`config.mk`:
```
export PLATFORM = sky130hd
export DESIGN_NAME = ws2812_stream_decoder_flat
export DESIGN_NICKNAME = d
export VERILOG_FILES = /design/src/rtl/ws2812_stream_decoder_pkg.sv /design/src/rtl/ws2812_stream_decoder_if.sv /design/src/rtl/ws2812_stream_decoder_sync_edge.sv /design/src/rtl/ws2812_stream_decoder.sv /design/src/flat_wrapper.sv
export SDC_FILE = /design/constraint.sdc
export NUM_CORES = 1
export LEC_CHECK = 0
export CELL_PAD_IN_SITES_DETAIL_PLACEMENT = 0
export CELL_PAD_IN_SITES_GLOBAL_PLACEMENT = 2
export CORE_ASPECT_RATIO = 0.6
export CORE_MARGIN = 1.5
export CORE_UTILIZATION = 36
export DETAILED_ROUTE_END_ITERATION = 10
export PLACE_DENSITY = 0.82
export SYNTH_ARGS = -nofsm -noshare
export SYNTH_HDL_FRONTEND = slang
export SYNTH_HIERARCHICAL = 1
export SYNTH_SLANG_ARGS = --single-unit
```
`constraint.sdc`:
```
create_clock -name clk -period 4.8 [get_ports clk]
set_input_delay 0.96 -clock clk [delete_from_list [all_inputs] [get_ports clk]]
set_output_delay 0.96 -clock clk [all_outputs]
set_load 0.02 [all_outputs]
```
`src/rtl/ws2812_stream_decoder_pkg.sv`:
```
// Shared state type and timing constants for the WS2812 receive path.
// Widths are in 40 MHz clk cycles.
package ws2812_pkg;

    typedef enum logic [1:0] {SYNC, IDLE, HIGH, LOW} state_t;

    localparam int WORD_BITS       = 24;
    localparam int CNT_BITS        = 12;

    localparam int HIGH_THRESH_DEF = 24;
    localparam int MIN_HIGH_DEF    = 4;
    localparam int MAX_HIGH_DEF    = 60;
    localparam int RESET_LOW_DEF   = 1000;

    // Nominal transmitter widths, used by loopback benches.
    localparam int T0H     = 17;
    localparam int T1H     = 33;
    localparam int T0L     = 35;
    localparam int T1L     = 19;
    localparam int T_RESET = 2000;

    function automatic logic [CNT_BITS-1:0] satInc(input logic [CNT_BITS-1:0] c);
        return (c == '1) ? c : c + 1'b1;
    endfunction

endpackage

```
`src/rtl/ws2812_stream_decoder_if.sv`:
```
// Serial line in, decoded pixel/frame stream out.
// master = decoder side, slave = consumer / line driver side.
interface ws2812_stream_decoder_if;

    logic        din;
    logic [23:0] pixel_data;
    logic        pixel_valid;
    logic [7:0]  pixel_index;
    logic        frame_done;
    logic [7:0]  frame_pixels;
    logic        err;

    modport master (
        input  din,
        output pixel_data, pixel_valid, pixel_index, frame_done, frame_pixels, err
    );

    modport slave (
        output din,
        input  pixel_data, pixel_valid, pixel_index, frame_done, frame_pixels, err
    );

endinterface

```
`src/rtl/ws2812_stream_decoder_sync_edge.sv`:
```
// Two-flop synchronizer for the async serial line with registered edge pulses.
// Edge pulses are timed to coincide with the synchronized level change, adding no latency.
module ws2812_sync_edge (
    input  logic clk,
    input  logic reset,
    input  logic din_i,
    output logic s_o,
    output logic rise_o,
    output logic fall_o
);

    logic meta_q;
    logic s_q;
    logic rise_q;
    logic fall_q;

    always_ff @(posedge clk) begin
        if (reset) begin
            meta_q <= 1'b0;
            s_q    <= 1'b0;
            rise_q <= 1'b0;
            fall_q <= 1'b0;
        end else begin
            meta_q <= din_i;
            s_q    <= meta_q;
            rise_q <= meta_q & ~s_q;
            fall_q <= ~meta_q & s_q;
        end
    end

    assign s_o    = s_q;
    assign rise_o = rise_q;
    assign fall_o = fall_q;

endmodule

```
`src/rtl/ws2812_stream_decoder.sv`:
```
// WS2812 NRZ receiver: measures high pulse widths, assembles 24-bit words LSB-first,
// counts pixels per frame and detects the inter-frame reset gap.
module ws2812_stream_decoder
    import ws2812_pkg::*;
#(
    parameter int HIGH_THRESH = HIGH_THRESH_DEF,
    parameter int MIN_HIGH    = MIN_HIGH_DEF,
    parameter int MAX_HIGH    = MAX_HIGH_DEF,
    parameter int RESET_LOW   = RESET_LOW_DEF
) (
    input logic                     clk,
    input logic                     reset,
    ws2812_stream_decoder_if.master bus
);

    localparam logic [CNT_BITS-1:0] HighThreshC = 12'(HIGH_THRESH);
    localparam logic [CNT_BITS-1:0] MinHighC    = 12'(MIN_HIGH);
    localparam logic [CNT_BITS-1:0] MaxHighC    = 12'(MAX_HIGH);
    localparam logic [CNT_BITS-1:0] ResetLowM1C = 12'(RESET_LOW - 1);
    localparam logic [4:0]          LastBitC    = 5'(WORD_BITS - 1);

    logic s;
    logic rise;
    logic fall;

    ws2812_sync_edge u_sync (
        .clk    (clk),
        .reset  (reset),
        .din_i  (bus.din),
        .s_o    (s),
        .rise_o (rise),
        .fall_o (fall)
    );

    state_t                state_q, state_d;
    logic [CNT_BITS-1:0]   cnt_q, cnt_d;
    logic [4:0]            bitCnt_q, bitCnt_d;
    logic [23:0]           shift_q, shift_d;
    logic [7:0]            frameCnt_q, frameCnt_d;
    logic [23:0]           pixelData_q, pixelData_d;
    logic                  pixelValid_q, pixelValid_d;
    logic [7:0]            pixelIndex_q, pixelIndex_d;
    logic                  frameDone_q, frameDone_d;
    logic [7:0]            framePixels_q, framePixels_d;
    logic                  err_q, err_d;

    logic                  lowDone;
    logic                  bitVal;
    logic [23:0]           word;

    // cnt_q equals the finished high width on the fall cycle, and cycles held so far minus one otherwise.
    assign cnt_d   = (rise || fall) ? 12'd1 : satInc(cnt_q);
    assign lowDone = !s && !fall && (cnt_q >= ResetLowM1C);
    assign bitVal  = (cnt_q >= HighThreshC);

    always_ff @(posedge clk) begin
        if (reset) begin
            state_q       <= SYNC;
            cnt_q         <= '0;
            bitCnt_q      <= '0;
            shift_q       <= '0;
            frameCnt_q    <= '0;
            pixelData_q   <= '0;
            pixelValid_q  <= 1'b0;
            pixelIndex_q  <= '0;
            frameDone_q   <= 1'b0;
            framePixels_q <= '0;
            err_q         <= 1'b0;
        end else begin
            state_q       <= state_d;
            cnt_q         <= cnt_d;
            bitCnt_q      <= bitCnt_d;
            shift_q       <= shift_d;
            frameCnt_q    <= frameCnt_d;
            pixelData_q   <= pixelData_d;
            pixelValid_q  <= pixelValid_d;
            pixelIndex_q  <= pixelIndex_d;
            frameDone_q   <= frameDone_d;
            framePixels_q <= framePixels_d;
            err_q         <= err_d;
        end
    end

    always_comb begin
        state_d       = state_q;
        bitCnt_d      = bitCnt_q;
        shift_d       = shift_q;
        frameCnt_d    = frameCnt_q;
        pixelData_d   = pixelData_q;
        pixelIndex_d  = pixelIndex_q;
        framePixels_d = framePixels_q;
        pixelValid_d  = 1'b0;
        frameDone_d   = 1'b0;
        err_d         = 1'b0;
        word          = shift_q;
        word[bitCnt_q] = bitVal;

        case (state_q)
            SYNC: begin
                bitCnt_d   = '0;
                shift_d    = '0;
                frameCnt_d = '0;
                if (lowDone) state_d = IDLE;
            end
            IDLE: begin
                if (rise) state_d = HIGH;
            end
            HIGH: begin
                if (fall) begin
                    if (cnt_q < MinHighC) begin
                        err_d   = 1'b1;
                        state_d = SYNC;
                    end else begin
                        state_d = LOW;
                        if (bitCnt_q == LastBitC) begin
                            bitCnt_d = '0;
                            shift_d  = '0;
                            // A 256th pixel has no room in the count; it is flagged instead of emitted.
                            if (frameCnt_q == 8'hFF) begin
                                err_d        = 1'b1;
                                pixelIndex_d = 8'hFF;
                            end else begin
                                pixelData_d  = word;
                                pixelValid_d = 1'b1;
                                pixelIndex_d = frameCnt_q;
                                frameCnt_d   = frameCnt_q + 8'd1;
                            end
                        end else begin
                            shift_d  = word;
                            bitCnt_d = bitCnt_q + 5'd1;
                        end
                    end
                end else if (cnt_q >= MaxHighC) begin
                    err_d   = 1'b1;
                    state_d = SYNC;
                end
            end
            LOW: begin
                if (rise) begin
                    state_d = HIGH;
                end else if (lowDone) begin
                    if (bitCnt_q == '0) begin
                        if (frameCnt_q != '0) begin
                            frameDone_d   = 1'b1;
                            framePixels_d = frameCnt_q;
                        end
                    end else begin
                        err_d = 1'b1;
                    end
                    bitCnt_d   = '0;
                    shift_d    = '0;
                    frameCnt_d = '0;
                    state_d    = IDLE;
                end
            end
            default: state_d = SYNC;
        endcase
    end

    assign bus.pixel_data   = pixelData_q;
    assign bus.pixel_valid  = pixelValid_q;
    assign bus.pixel_index  = pixelIndex_q;
    assign bus.frame_done   = frameDone_q;
    assign bus.frame_pixels = framePixels_q;
    assign bus.err          = err_q;

endmodule

```
`src/flat_wrapper.sv`:
```
// flat-port wrapper written by rule: the top's interface ports become plain ports
module ws2812_stream_decoder_flat import ws2812_pkg::*;
#(
    parameter int HIGH_THRESH = HIGH_THRESH_DEF,
    parameter int MIN_HIGH    = MIN_HIGH_DEF,
    parameter int MAX_HIGH    = MAX_HIGH_DEF,
    parameter int RESET_LOW   = RESET_LOW_DEF
)
  (clk, reset, bus_din, bus_pixel_data, bus_pixel_valid, bus_pixel_index, bus_frame_done, bus_frame_pixels, bus_err);
  ws2812_stream_decoder_if bus_i ();
  input logic clk;
  input logic reset;
  input wire logic [$bits(bus_i.din)-1:0] bus_din;
  output wire logic [$bits(bus_i.pixel_data)-1:0] bus_pixel_data;
  output wire logic [$bits(bus_i.pixel_valid)-1:0] bus_pixel_valid;
  output wire logic [$bits(bus_i.pixel_index)-1:0] bus_pixel_index;
  output wire logic [$bits(bus_i.frame_done)-1:0] bus_frame_done;
  output wire logic [$bits(bus_i.frame_pixels)-1:0] bus_frame_pixels;
  output wire logic [$bits(bus_i.err)-1:0] bus_err;
  assign bus_i.din = bus_din;
  assign bus_pixel_data = bus_i.pixel_data;
  assign bus_pixel_valid = bus_i.pixel_valid;
  assign bus_pixel_index = bus_i.pixel_index;
  assign bus_frame_done = bus_i.frame_done;
  assign bus_frame_pixels = bus_i.frame_pixels;
  assign bus_err = bus_i.err;
  ws2812_stream_decoder #(.HIGH_THRESH(HIGH_THRESH), .MIN_HIGH(MIN_HIGH), .MAX_HIGH(MAX_HIGH), .RESET_LOW(RESET_LOW)) u_core (.clk(clk), .reset(reset), .bus(bus_i));
endmodule
```
# [After elaboration in Yosys (flattened, before gate mapping)]
# Index checks and enable logic that the tools add are counted.
[classes] add_sub_neg=3 n_lt_le_gt_ge=6 eq_ne=15 muxes=43 bitwise=13 n_reduce_logical=19
[op_table] operator="24-bit 2-to-1 mux" count=5
[op_table] operator="24-bit case mux with 3 select lines" count=1
[op_table] operator="8-bit 2-to-1 mux" count=7
[op_table] operator="5-bit 2-to-1 mux" count=5
[op_table] operator="24-bit bitwise mux" count=1
[op_table] operator="8-bit case mux with 3 select lines" count=1
[op_table] operator="5-bit case mux with 3 select lines" count=1
[op_table] operator="5-bit AND reduction" count=3
[op_table] operator="1-bit 2-to-1 mux" count=13
[op_table] operator="12-bit by 1-bit adder with 12-bit output (second input constant)" count=1
[op_table] operator="12-bit == test (second input constant)" count=1
[op_table] operator="12-bit by 10-bit greater-or-equal comparator with 1-bit output (second input constant)" count=1
[op_table] operator="12-bit by 5-bit greater-or-equal comparator with 1-bit output (second input constant)" count=1
[op_table] operator="12-bit by 6-bit greater-or-equal comparator with 1-bit output (second input constant)" count=1
[op_table] operator="12-bit by 3-bit < comparator with 1-bit output (second input constant)" count=1
[op_table] operator="2-bit 2-to-1 mux" count=6
[op_table] operator="1-bit NOT" count=11
[op_table] operator="2-bit != test (second input constant)" count=5
[op_table] operator="5-bit OR reduction" count=2
[op_table] operator="8-bit by 1-bit adder with 8-bit output (second input constant)" count=1
[op_table] operator="8-bit == test (second input constant)" count=1
[op_table] operator="2-bit case mux with 4 select lines" count=1
[op_table] operator="8-bit nonzero test" count=1
[op_table] operator="7-bit AND reduction" count=1
[op_table] operator="20 further kinds" count=27
[word_totals] regBits=98 inputBits=3 out_inout_bits=43

# [Logic depth before layout (Yosys ltp)]
[depth] word_depth=9 ltp_mapped=8 ltp_nobuf=7

# [Cells and area by module]
# Netlist, hierarchy kept.
[by_module_without_submodules] module="ws2812_stream_decoder" n_inst=1 cells_each=549 area_per_inst_um2=4395.5
[by_module_without_submodules] module="ws2812_sync_edge" n_inst=1 cells_each=8 area_per_inst_um2=117.6

# [Least setup slack after synthesis]
# Ideal clock, no wire load.
[synth_path] kind="register to register" from="register u_core.u_sync.fall_q (netlist: u_core/u_sync/fall_o)" to="register u_core.frameCnt_q[5]" arrival_ps=1918 t_required_ps=4670 setup_slack_ps=2752 path_stages_with_launch=8 synth_period_minus_slack_ps=2048 path_cell_list="dfxtp_1 > buf_2 > or4b_4 > nor4_4 > nor2_2 > buf_2 > o41ai_1 > a21oi_1"
[synth_via] elab_chain_cells=5 word_cells_on_any_way=6 cone_classes="2 x eq/ne; 4 x reduce/logical"
[synth_rtl] item="start, declared" line="ws2812_stream_decoder_sync_edge.sv:15" rtl="logic fall_q;"
[synth_rtl] item="start signal, assigned" line="ws2812_stream_decoder_sync_edge.sv:27" rtl="fall_q <= ~meta_q & s_q;"
[synth_rtl] item="1-bit zero test" line="ws2812_stream_decoder.sv:53" rtl="assign lowDone = !s && !fall && (cnt_q >= ResetLowM1C);"
[synth_rtl] item="1-bit logical AND (2 in a row)" line="ws2812_stream_decoder.sv:53"
[synth_rtl] item="2-bit by 1-bit != test with 1-bit output (no source line)"
[synth_rtl] item="7-bit AND reduction (no source line) *"
[synth_rtl] item="end signal, assigned" line="ws2812_stream_decoder.sv:74" rtl="frameCnt_q <= frameCnt_d;"
[synth_rtl] item="end, declared" line="ws2812_stream_decoder.sv:39" rtl="logic [7:0] frameCnt_q, frameCnt_d;"
# Mark *: on every way between the ends. The rest lies on a longest branch, timed or not.
# A chain may end at the register's enable or synchronous reset.

# [Worst setup path after layout]
[layout_path] from="register u_core.bitCnt_q[0]" to="register u_core.pixelData_q[17] (netlist: u_core/bus.pixel_data[17])"
[layout_via] elab_chain_cells=5 word_cells_on_any_way=8 cone_classes="2 x order compare; 1 x eq/ne; 3 x mux; 2 x reduce/logical"
[layout_rtl] item="start, declared" line="ws2812_stream_decoder.sv:37" rtl="logic [4:0] bitCnt_q, bitCnt_d;"
[layout_rtl] item="start signal, assigned" line="ws2812_stream_decoder.sv:72" rtl="bitCnt_q <= bitCnt_d;"
[layout_rtl] item="5-bit by 6-bit < comparator with 1-bit output (implied by the code) / 5-bit by 1-bit greater-or-equal comparator with 1-bit output (equally long branches)" line="ws2812_stream_decoder.sv:96" rtl="word[bitCnt_q] = bitVal;"
[layout_rtl] item="1-bit logical AND (implied by the code)" line="ws2812_stream_decoder.sv:96"
[layout_rtl] item="1-bit 2-to-1 mux (implied by the code)" line="ws2812_stream_decoder.sv:96"
[layout_rtl] item="1-bit demux with 5-bit select"
[layout_rtl] item="24-bit bitwise mux" line="ws2812_stream_decoder.sv:96"
[layout_rtl] item="end signal, assigned" line="ws2812_stream_decoder.sv:75" rtl="pixelData_q <= pixelData_d;"
[layout_rtl] item="end, declared" line="ws2812_stream_decoder.sv:40" rtl="logic [23:0] pixelData_q, pixelData_d;"
# Several ways; a longest one is shown, not always the timed one.

==> summary.md <==
| Metric | Value |
|---|---|
| Layout cell share with drive strength beyond 1 | `6.71%` |
| Worst Hold Class | `flop to flop` |
| DRC | `0` |
| Worst Path Arrival | `3.07 ns` |
| Fin. max-slew vios | `0` |
| Die area | `13200 sq um` |
| Worst path most repeated cell | `buf_4` |
| Number of global-route vias before repair | `3896` |
| Max layer used | `met4` |
| Root Driver | `clkbuf_16` |
| Port Buffers | `45` |
| Post-Route M1 WL | `6670 um` |
| Crit Path Max Fanout | `26` |
| Commonest non-fill, non-tap cell in the layout | `dfxtp_1` |
| Post-Layout Inst Area | `5340 sq um` |
| Largest net degree at the start of global routing | `36` |
| PD cells | `290 nW/um^2` |
| Die height | `89.7 um` |
| Total wire length | `11900 um` |
| H-Tree Depth | `3` |
| Yosys top cell area share | `43.5%` |
| Period Utilization, post-route | `58.4%` |
| Setup crit end kind | `flop` |
| GP Congestion | `0.814` |
| Maximum operating frequency | `357 MHz` |
| Gr usage total | `18.8%` |
| Critical path launch point type | `flop` |
| Area Growth Syn to Fin | `18.4%` |
| First-pass GRT wire length | `20200 um` |
| Post-CTS sizing | `0` |
| Clk buf depth | `2` |
| Max Clock Skew | `0.00467 ns` |
| Reg2Reg Depth | `8` |
| Crit-path cells | `ha_1, and4b_1, o211ai_1, buf_4, nor2_1, buf_4, nand2_1, a21oi_1` |
| Post-synth ARST share | `0%` |
| Ant. Diodes | `0` |
| FF-to-FF Start | `u_core/bitCnt_q[0]` |
| Relative slew slack | `26.1%` |
| Hold wc startpoint | `u_core/shift_q[23]` |
| Fin crit period | `2.80 ns` |
| Worst-Margin Slew | `1.10 ns` |
| CORE AREA | `12100 sq um` |
| Commonest non-fill, non-tap cells in the layout | `dfxtp_1 (98), nand2_1 (94), a21oi_1 (83)` |
| Nets | `587` |
| Routed vias/inst | `5.42` |
| DRT iter0 DRCs | `277` |
| Met2 wire length | `4730 um` |
| Fill cell count | `1210` |
| Clock power frac | `45.4%` |
| Chip width | `148 um` |
| Combinational Power Share | `1.5%` |
| CP max-delay cell | `ha_1` |
| Hold worst-path end | `u_core/shift_q[23]` |
| Slowest cell delay on critical path | `0.53 ns` |
| Final hold slack | `0.434 ns` |
| Netlist cell types | `52` |
| Synth Register Bits | `98` |
| Final setup vio count | `0` |
| Vias | `4043` |
| WL met3 | `421 um` |
| Post-synth EDFFs | `0` |
| Antenna violations before repair | `0` |
| YS warnings | `6` |
| Syn Inst Count | `557` |
| CTS buffer count | `9` |
| GRT overflow | `0` |
| Final Power | `1.55 mW` |
| CTS tree | `built` |
| Sw frac | `22.1%` |
| Wire length per cell | `16.0 um` |
| Cell Rows | `31` |
| Worst EP required | `5.07 ns` |
| Hold Path Depth | `2` |
| Sequential area share after synthesis | `43.5%` |
| RSZ-0062 raised after global routing | `no` |
| Max-Cap Viols | `0` |
| DP Area | `5050 sq um` |
| Largest cells by area after synthesis | `dfxtp_1 (43%), a21oi_1 (9.2%), nand2_1 (7.8%)` |
| Status | `complete, no violations` |
| Net Switching | `341 uW` |
| Post-route antenna net violation count | `0` |
| Power Internal | `1.21 mW` |
| Pre-Repair DR Iteration Count | `5` |
| R2r endpoint | `u_core/bus.pixel_data[17]` |
| Leakage power | `1.70 nW` |
| DP HPWL | `8010 um` |
| Cell taking the most area after synthesis | `dfxtp_1` |
| Hold buffer count at CTS | `0` |
| Hold Violations, Final | `0` |
| Setup WS pre-CTS | `2.05 ns` |
| Avg Inst Size Synth | `8.10 sq um` |
| Sequential power share | `53.1%` |
| Crit Path Category | `flop to flop` |
| Clock transition at path regs | `0.07 ns` |
| Fin Setup TNS | `0 ns` |
| Worst R2R Setup Slack | `2.00 ns` |
| Initial Util | `37.2%` |
| Post-CTS Repair Setup Buffers | `0` |
| Top_reg_cell synth | `dfxtp_1` |
| Max VDD drop | `0.164 mV` |
| Number of I/O pins | `46` |
| CTS sink count | `98` |
| Final worst slack | `2.00 ns` |
| Mapped cell area | `4510 sq um` |
| Mapped Nets | `568` |
| Worst skew pair latency | `0.34 ns` |
kinds of logic (layout without fill, tap and decap cells):
kind of cell / after synthesis / in the layout / synth area share (%)
AOI/OAI and AO/OA: 175 / 175 / 23.0
xor gates and xnor gates: 8 / 8 / 1.55
adders and majority gates: 8 / 8 / 2.22
buffers and inverters: 52 / 76 / 4.69
DFF: 98 / 98 / 43.5
muxes: 10 / 10 / 2.22
and+or+nand+nor: 206 / 206 / 22.9
critical path: cells and delay by family, from the launching register on:
family	cells	cell delay, ns
AOI/OAI and AO/OA	2	0.29
adders and majority gates	1	0.53
buffers and inverters	2	0.59
DFF	1	0.44
and+or+nand+nor	3	0.88
Yosys cell counts, drive strengths merged, types with 2 or more instances:
cell type	number
o31ai	6
and3	2
nor4b	3
nor3b	5
nand4	2
a41oi	8
nor2	39
and3b	3
o211ai	4
nor2b	4
nor3	14
xnor2	7
nand2b	4
o41ai	5
nand4b	2
clkbuf	29
or3	6
dfxtp	98
nand3	11
a311oi	3
buf	15
ha	8
or4	4
a21oi	83
a31oi	23
o21ai	34
mux2i	10
nand2	94
and4b	2
nor4	2
inv	8
or4b	5
a211oi	3
power groups by stage:
stage                     registers (mW)  logic (mW)  clock network, mW
final                              0.821      0.0230              0.703
after detailed placement           0.840      0.0232                  0
after floorplan                    0.837      0.0177                  0
after CTS                          0.821      0.0233              0.723
after global placement             0.839      0.0226                  0
after global routing               0.821      0.0264              0.755
cell type report:
type                            instances  area (sq um)  share of cell area (%)
Multi-Input combinational cell        407          2350                    44.1
Inverter                                8          30.0                   0.562
Timing Repair Buffer                   52           498                    9.32
Clock inverter                          5          38.8                   0.726
Tap cell                              165           206                    3.87
Clock buffer                           11           253                    4.73
Sequential cell                        98          1960                    36.7
registers in the layout, summed over array words and instances (netlist names):
register	cells
u_core/bus.pixel_data	24
u_core/bus.err	1
u_core/u_sync/s_o	1
u_core/bus.frame_pixels	8
u_core/frameCnt_q	8
u_core/bus.pixel_valid	1
u_core/shift_q	24
u_core/u_sync/meta_q	1
u_core/u_sync/fall_o	1
u_core/bus.pixel_index	8
u_core/u_sync/rise_o	1
u_core/bitCnt_q	5
u_core/state_q	2
u_core/bus.frame_done	1
u_core/cnt_q	12
per-stage QoR:
| step | std cells | utilization [%] |
|---|---|---|
| after CTS | 746 | 44.0 |
| after floorplan | 557 | - |
| after detailed placement | 730 | 41.6 |
| after global routing | 746 | 44.0 |
| final | 746 | 44.0 |
| after global placement | 730 | 41.6 |
worst max path at each step:
stage	from	endpoint	slack, ns	cells past startpoint
2_1_floorplan	u_core/u_sync/fall_o	u_core/frameCnt_q[5]	2.75	7
3_5_place_dp	u_core/cnt_q[9]	u_core/frameCnt_q[6]	2.05	5
4_1_cts	u_core/cnt_q[9]	u_core/frameCnt_q[0]	2.02	5
5_1_grt	u_core/cnt_q[9]	u_core/frameCnt_q[0]	1.78	5
3_3_place_gp	u_core/bitCnt_q[0]	u_core/bus.pixel_data[17]	2.06	8
6_report	u_core/bitCnt_q[0]	u_core/bus.pixel_data[17]	2.00	8
metal layers:
layer	vias to the layer above	global-route usage [%]
met5	-	0
met2	71	26.4
met4	0	4.50
li1	2032	-
met3	7	4.01
met1	1933	28.8
Power figures use the tool's default switching activity.
